`src/rtl/mul_div_unit.sv`:
```
// mul_div_unit: iterative MIPS multiply/divide unit holding the HI/LO registers.
// MULT/MULTU use radix-2 shift-add, DIV/DIVU use restoring division, one
// iteration per clock on operand magnitudes, followed by a sign-fix cycle.
// Optional build macro: MDU_EARLY_OUT_EN (multiply stops once the remaining
// multiplier bits are zero; divide by zero skips the iterations).
//
// state | meaning
// IDLE  | waiting for start; MTHI/MTLO writes accepted
// CALC  | one shift-add / restoring-divide iteration per edge
// FIX   | sign correction and HI/LO write-back, done pulse follows

module mul_div_unit #(
  parameter int WIDTH = 32,
  parameter int CNT_W = 6
) (
  input  logic             clk,
  input  logic             reset,
  input  logic             start,
  input  logic [1:0]       op,
  input  logic [WIDTH-1:0] rs_val,
  input  logic [WIDTH-1:0] rt_val,
  input  logic             hi_we,
  input  logic             lo_we,
  input  logic [WIDTH-1:0] wdata,
  output logic             busy,
  output logic             done,
  output logic [WIDTH-1:0] hi,
  output logic [WIDTH-1:0] lo
);

  typedef enum logic [1:0] {IDLE, CALC, FIX} state_t;

  state_t             state, state_nxt;
  logic [CNT_W-1:0]   cnt;
  logic               op_div, sgn_a, sgn_b, div0;
  logic [2*WIDTH-1:0] work;   // product, or {remainder, dividend/quotient}
  logic [2*WIDTH-1:0] mcand;  // shifted multiplicand; low half keeps |rs| for divide
  logic [WIDTH-1:0]   opb;    // remaining multiplier bits, or divisor

  logic               a_neg, b_neg;
  logic [WIDTH-1:0]   a_mag, b_mag;
  logic [WIDTH:0]     rem_sh, trial;
  logic [2*WIDTH-1:0] mul_sum, prod_s;
  logic [WIDTH-1:0]   rem_u, quot_u, orig_a, hi_res, lo_res;

  // operand magnitudes; unsigned ops (op[0]=1) pass raw values through
  assign a_neg = ~op[0] & rs_val[WIDTH-1];
  assign b_neg = ~op[0] & rt_val[WIDTH-1];
  assign a_mag = a_neg ? -rs_val : rs_val;
  assign b_mag = b_neg ? -rt_val : rt_val;

  assign busy = (state != IDLE);

  // one iteration of each algorithm and the sign-corrected results
  always_comb begin
    rem_sh  = {work[2*WIDTH-1:WIDTH], work[WIDTH-1]};
    trial   = rem_sh - {1'b0, opb};
    mul_sum = opb[0] ? (work + mcand) : work;
    rem_u   = work[2*WIDTH-1:WIDTH];
    quot_u  = work[WIDTH-1:0];
    prod_s  = (sgn_a ^ sgn_b) ? -work : work;
    orig_a  = sgn_a ? -mcand[WIDTH-1:0] : mcand[WIDTH-1:0];
    hi_res  = prod_s[2*WIDTH-1:WIDTH];
    lo_res  = prod_s[WIDTH-1:0];
    if (op_div) begin
      if (div0) begin
        hi_res = orig_a;
        lo_res = '1;
      end else begin
        hi_res = sgn_a ? -rem_u : rem_u;
        lo_res = (sgn_a ^ sgn_b) ? -quot_u : quot_u;
      end
    end
  end

  // state register
  always_ff @(posedge clk or negedge reset) begin
    if (!reset) state <= IDLE;
    else        state <= state_nxt;
  end

  // next-state logic
  always_comb begin
    state_nxt = state;
    case (state)
      IDLE: begin
        if (start) begin
`ifdef MDU_EARLY_OUT_EN
          if (op[1] && (rt_val == '0)) state_nxt = FIX;
          else                         state_nxt = CALC;
`else
          state_nxt = CALC;
`endif
        end
      end
      CALC: begin
        if (cnt == CNT_W'(1)) state_nxt = FIX;
`ifdef MDU_EARLY_OUT_EN
        else if (!op_div && (opb[WIDTH-1:1] == '0)) state_nxt = FIX;
`endif
      end
      FIX:     state_nxt = IDLE;
      default: state_nxt = IDLE;
    endcase
  end

  // operand capture and iteration datapath; counter runs down to 1
  always_ff @(posedge clk or negedge reset) begin
    if (!reset) begin
      cnt    <= '0;
      op_div <= 1'b0;
      sgn_a  <= 1'b0;
      sgn_b  <= 1'b0;
      div0   <= 1'b0;
      work   <= '0;
      mcand  <= '0;
      opb    <= '0;
    end else begin
      case (state)
        IDLE: begin
          if (start) begin
            cnt    <= CNT_W'(WIDTH);
            op_div <= op[1];
            sgn_a  <= a_neg;
            sgn_b  <= b_neg;
            div0   <= op[1] & (rt_val == '0);
            mcand  <= {{WIDTH{1'b0}}, a_mag};
            opb    <= b_mag;
            work   <= op[1] ? {{WIDTH{1'b0}}, a_mag} : '0;
          end
        end
        CALC: begin
          cnt <= cnt - CNT_W'(1);
          if (op_div) begin
            work <= trial[WIDTH] ? {rem_sh[WIDTH-1:0], work[WIDTH-2:0], 1'b0}
                                 : {trial[WIDTH-1:0], work[WIDTH-2:0], 1'b1};
          end else begin
            work  <= mul_sum;
            mcand <= mcand << 1;
            opb   <= opb >> 1;
          end
        end
        default: ;
      endcase
    end
  end

  // HI/LO: result write in FIX, MTHI/MTLO only while idle
  always_ff @(posedge clk or negedge reset) begin
    if (!reset) begin
      hi <= '0;
      lo <= '0;
    end else if (state == FIX) begin
      hi <= hi_res;
      lo <= lo_res;
    end else if (state == IDLE) begin
      if (hi_we) hi <= wdata;
      if (lo_we) lo <= wdata;
    end
  end

  // done pulses for the cycle after the FIX edge
  always_ff @(posedge clk or negedge reset) begin
    if (!reset) done <= 1'b0;
    else        done <= (state == FIX);
  end

endmodule
```
`config.mk`:
```
export PLATFORM = sky130hd
export DESIGN_NAME = mul_div_unit
export DESIGN_NICKNAME = d
export VERILOG_FILES = /design/src/rtl/mul_div_unit.sv
export SDC_FILE = /design/constraint.sdc
export NUM_CORES = 1
export LEC_CHECK = 0
export ABC_AREA = 1
export CORE_ASPECT_RATIO = 0.7
export CORE_MARGIN = 2
export CORE_UTILIZATION = 25
export CTS_CLUSTER_DIAMETER = 50
export DETAILED_ROUTE_END_ITERATION = 10
export PLACE_DENSITY_LB_ADDON = 0.08
export SYNTH_ARGS = -nofsm -noshare
export SYNTH_HDL_FRONTEND = slang
export SYNTH_SLANG_ARGS = --single-unit
```
`constraint.sdc`:
```
create_clock -name clk -period 2.6 [get_ports clk]
set_input_delay 0.52 -clock clk [delete_from_list [all_inputs] [get_ports clk]]
set_output_delay 0.52 -clock clk [all_outputs]
set_load 0.03 [all_outputs]
```
* Word level (Yosys, flattened, before mapping)
Index checks and enable logic that the tools add are counted.
** Storage, ports and cells
- Register bits after elaboration :: 237
- Bits of input ports :: 103
- Output and inout bits :: 66
- Word-level logic and storage cells :: 80
** Operators by class
- Add/sub/neg operators :: 9
- Equality and inequality tests :: 7
- Mux-type cells :: 33
- Bitwise operators :: 5
- Reductions and logical operators :: 14
** Operators with widths (number)
- 32-bit two-way mux :: 18
- 64-bit two-way mux :: 7
- 64-bit case mux with 2 select lines :: 2
- 32-bit negation :: 5
- 64-bit adder :: 1
- 64-bit negation :: 1
- 32-bit case mux with 2 select lines :: 1
- 33-bit by 32-bit subtractor with 33-bit output :: 1
- 32-bit logical NOT :: 1
- 6-bit case mux with 2 select lines :: 1
- 2-bit AND reduction :: 5
- 2-bit nonzero test :: 5
- 6-bit by 1-bit equality test with 1-bit output (second input constant) :: 1
- 6-bit two-way mux :: 1
- 2-bit != test (second input constant) :: 3
- 3-bit AND reduction :: 2
- 6-bit by 1-bit subtractor with 6-bit output (second input constant) :: 1
- 2-bit two-way mux :: 2
- 2-bit case mux with 2 select lines :: 1
- 1-bit bitwise AND :: 3
- 3-bit != test (second input constant) :: 1
- 2-bit by 1-bit equality test with 1-bit output (second input constant) :: 1
- 2-bit equality test (second input constant) :: 1
- 2-bit logical NOT :: 1
- 2 further kinds :: 2

* Logic depth before layout (Yosys ltp)
- Depth in word-level cells :: 6
- Gate-level depth with buffers :: 20
- Mapped depth without buffers :: 19

* Least setup slack after synthesis
OpenSTA, ideal clock, no wires.
- Path type :: reg-to-reg
- Start :: register work[31]
- End :: register work[62]
- Setup time :: 0.117 ns
- Arrival :: 2.252 ns
- Data required time :: 2.483 ns
- Slack :: 0.230 ns
- Cell stages (with the launch flop) :: 21
- Buffers on the path :: 1
- Period minus slack after synthesis :: 2.370 ns
- Cells stage by stage :: dfrtp_1 inv_1 ha_1 fa_1 inv_1 nand2_1 nand2_1 nand3_1 nand2_2 nand2_1 nand2_2 nand2_4 nand2_4 nand2_2 nand2_2 buf_6 nand2_1 nand2_1 nand2_1 nand3_1 nand2_1
** On the way
- Longest elaborated chain between the ends :: 4
- Elaborated cells on any way between the ends :: 6
- Those cells by class :: 2 x add/sub; 4 x mux
** Ends and longest elaborated chain
- start: declaration :: RTL line 36 : logic [2*WIDTH-1:0] work;
- start signal: assignment :: RTL line 129 : work <= op[1] ? {{WIDTH{1'b0}}, a_mag} : '0;
- start signal: assignment :: RTL line 135 : work <= trial[WIDTH] ? {rem_sh[WIDTH-1:0], work[WIDTH-2:0], 1'b0}
- start signal: assignment :: RTL line 138 : work <= mul_sum;
- 64-bit adder / 33-bit by 32-bit subtractor with 33-bit output (equally long branches) :: RTL line 58, 57
- 64-bit two-way mux, on equally long branches :: RTL line 58, 135
- 64-bit two-way mux (*) :: RTL line 134 : if (op_div) begin
- 64-bit case mux with 2 select lines (*) :: RTL line 119 : case (state)
Every way passes the cells marked *; elsewhere a longest branch is shown, timed or not. The select of a mux whose other input is x is not followed.
A chain may end at the register's enable or synchronous reset.

* Worst setup path in the final report
- Start :: register opb[29]
- End :: register work[51]
** On the way
- Longest elaborated chain between the ends :: 4
** Ends and longest elaborated chain
- start: declaration :: RTL line 38 : logic [WIDTH-1:0] opb;
- start signal: assignment :: RTL line 128 : opb <= b_mag;
- start signal: assignment :: RTL line 140 : opb <= opb >> 1;
- 33-bit by 32-bit subtractor with 33-bit output :: RTL line 57 : trial = rem_sh - {1'b0, opb};
- 64-bit two-way mux :: RTL line 135
- 64-bit two-way mux :: RTL line 134
- 64-bit case mux with 2 select lines :: RTL line 119
Every way passes these cells.

==> reports/metrics.yaml <==
setup_path:
  arrival_ps: 3180
  worst-path-buf-inv: 3
  reg2regPathDepth: 16
  critPathRequiredTime_ps: 3120
  crit_slowest_cell: "ha_4"
  crit_type: "register to register"
  worstPathCellList: "clkinvlp_4, ha_4, nand2_4, nor3_4, and2_4, and2_4, nand2_4, nand2_4, nand2_4, nand2_8, buf_12, buf_8, nand2_4, nand3_2, nand3_2, nand2_1"
  critical-path-max-stage-delay_ps: 420
  cp.depth: 16
  worstSetupEndpointType: "register"
  path_common_cell: "nand2_4"
  critical_path.top_delay_family: "simple AND/OR/NAND/NOR gates"
  worstPathMaxFanout: 7
  startpoint_type: "register"
routing:
  drt-total-wl_um: 151000
  wire_per_inst_um: 22.7
  viasPerCell: 4.90
  ant_nets: 0
  drc_errors: 0
  first_pass_iters: 6
  drt_iter0_drc: 3448
  vias: 32478
floorplan:
  rows: 98
  core_area_um2: 102000
  die_area_um2: 106000
  io-pin-count: 169
  die_w_um: 388
  die_y_um: 273
  initial_utilization_pct: 25.3
yosys:
  syn-instance-count: 4509
  yosysSeqAreaShare_pct: 23.0
  ys_warn_count: 0
  synth_common_cells: "1,466 x nand2_1, 665 x inv_1, 509 x nor2_1"
  synth_edf_count: 0
  synth.lib_cells_used.distinct: 60
  yosysMostFrequentCell: "nand2_1"
  synth_top_area_share_pct: 23.0
  yosys.area.top_type: "dfrtp_1"
  synth_area_um2: 25800
  ys_async_sr_fraction_pct: 100
  ys.flop_type: "dfrtp_1"
  netlist_top_cells_area: "dfrtp_1 23%, nand2_1 21%, inv_1 9.7%"
  synth_nets: 4716
  ys_ff_latch: 237
  synth_area_per_cell_um2: 5.73
grt:
  grt_usage_pct: 27.6
  antenna_found_initial: 5
  grt-ovfl-total: 0
  grt_pass1_vias: 29221
  grt_max_degree: 97
  grt_pass1_wl_um: 212000
placement:
  place_ws_ps: -286
  dp.cells: 6538
  finalWeightedCongestion: 0.995
  portBuffers: 168
  dpl.hpwl_um: 125000
clock_network:
  cts_tree: "yes"
  cts_buffer_depth: 3
  cts_htree_levels: 2
  cts_made_buffers: 40
  clock_latency_ps: 610
  root_buffer: "clkbuf_16"
  numClockSinks: 237
  clkTransAtPathRegs_ps: 60
timing:
  fin_crit_ps: 2660
  whs_ps: 437
  setup-violations-final: 15
  skew_ps: 35.9
  tightest_slew_ps: 680
  rsz0062_at_grt: "yes"
  hold_viol: 0
  period_share_pct: 102
  final_max_slew_viol_count: 0
  fin_ws_ps: -63.0
  slew-limit-headroom_pct: 54.6
  max_freq_mhz: 376
final_layout:
  fin_nets: 5459
  fin_util_pct: 35.8
  area_delta_synth_final_pct: 41.6
  layout-drive-gt1-share_pct: 20.2
  stdcell_count: 6633
  diodes: 0
hold_path:
  worstHoldPathType: "input port to asynchronous set/reset pin"
status:
  violations: "negative setup slack"
  status: "complete, but fails checks"
run:
  cap_violations: 0
power_and_ir_drop:
  pwr_density_cell_nw_per_um2: 1670
  irDropWorstVdd_uv: 1080
  leakagePower_nw: 18.4
## metrics by stage
step / power, mW / instance area (um^2) / TNS [ps]
2_1_floorplan: 29.6 / 25800 / 0
3_3_place_gp: 50.9 / 33800 / -5180
3_5_place_dp: 50.6 / 33800 / -4850
4_1_cts: 57.5 / 35500 / -851
5_1_grt: 65.2 / 36600 / -2270
6_report: 60.9 / 36600 / -494
## per-layer routing
metal	share of wire, %	GRT usage (%)	wire [um]
met1	51	43.3	77000
met3	13	12.1	19400
met5	0.037	0	55
met2	34	33.0	51700
met4	1.7	5.11	2510
## worst reg2reg max path: stages (launching register included)
cell,delay [ps]
dfrtp_1,390
clkinvlp_4,300
ha_4,420
nand2_4,60
nor3_4,180
and2_4,160
and2_4,140
nand2_4,70
nand2_4,90
nand2_4,70
nand2_8,130
buf_12,170
buf_8,140
nand2_4,50
nand3_2,60
nand3_2,60
nand2_1,90
## registers in the layout, indices dropped and copies added (netlist names), 2 cells and up
register	count
hi	32
work	64
mcand	64
state	2
lo	32
opb	32
cnt	6
## worst paths after layout
| kind | slack [ps] | from | to |
|---|---|---|---|
| max in group asynchronous | 1390 | reset | work[46] |
| max | -60 | opb[29] | work[51] |
| min | 440 | reset | cnt[2] |
| min reg2reg | 490 | lo[27] | lo[27] |
| max reg2reg | -60 | opb[29] | work[51] |
| min in group clk | 490 | lo[27] | lo[27] |
## power by group
part | switching (mW) | leakage, nW | internal [mW] | total (mW)
Combinational | 29.7 | 14.8 | 18.2 | 47.9
Sequential | 1.83 | 2.83 | 5.47 | 7.30
Clock | 2.31 | 0.684 | 3.40 | 5.71
Total | 33.9 | 18.4 | 27.1 | 60.9
## layout by cell type, fill, tap and decap left out, types with 49 or more instances in the layout
cell / n
xor2_1: 49
nand2_2: 62
buf_4: 621
inv_1: 651
dfrtp_1: 222
ha_1: 58
clkdlybuf4s50_1: 167
nand2_1: 1423
o21ai_0: 217
nand3_1: 384
a21oi_1: 290
nor2_1: 467
## logic make-up (layout without fill, tap and decap cells)
group | Yosys count | after routing | share of synthesized area [%]
buffers and inverters | 823 | 1597 | 13.0
adders and majority gates | 104 | 104 | 5.10
AOI/OAI and AO/OA | 696 | 696 | 14.7
and+or+nand+nor | 2576 | 2576 | 41.7
muxes | 1 | 1 | 0.0388
DFF | 237 | 237 | 23.0
xor gates and xnor gates | 72 | 72 | 2.51
## cell type report
type / count / area (um^2)
Clock buffer: 51 / 1110
Clock inverter: 22 / 274
Fill cell: 11481 / 65700
Inverter: 685 / 2590
Multi-Input combinational cell: 3449 / 17700
Sequential cell: 237 / 5950
Tap cell: 1350 / 1690
Timing Repair Buffer: 839 / 7290
## repair_timing
| item | CTS | global route |
|---|---|---|
| gates cloned | 2 | 0 |
| pin swaps | 5 | 34 |
| hold buffers | 1 | 0 |
| hold endpoints to repair | 35 | 0 |
| setup endpoints to repair | 51 | 79 |
| setup buffers | 1 | 18 |
| resized for setup | 47 | 238 |
(Power assumes the default switching activity.)
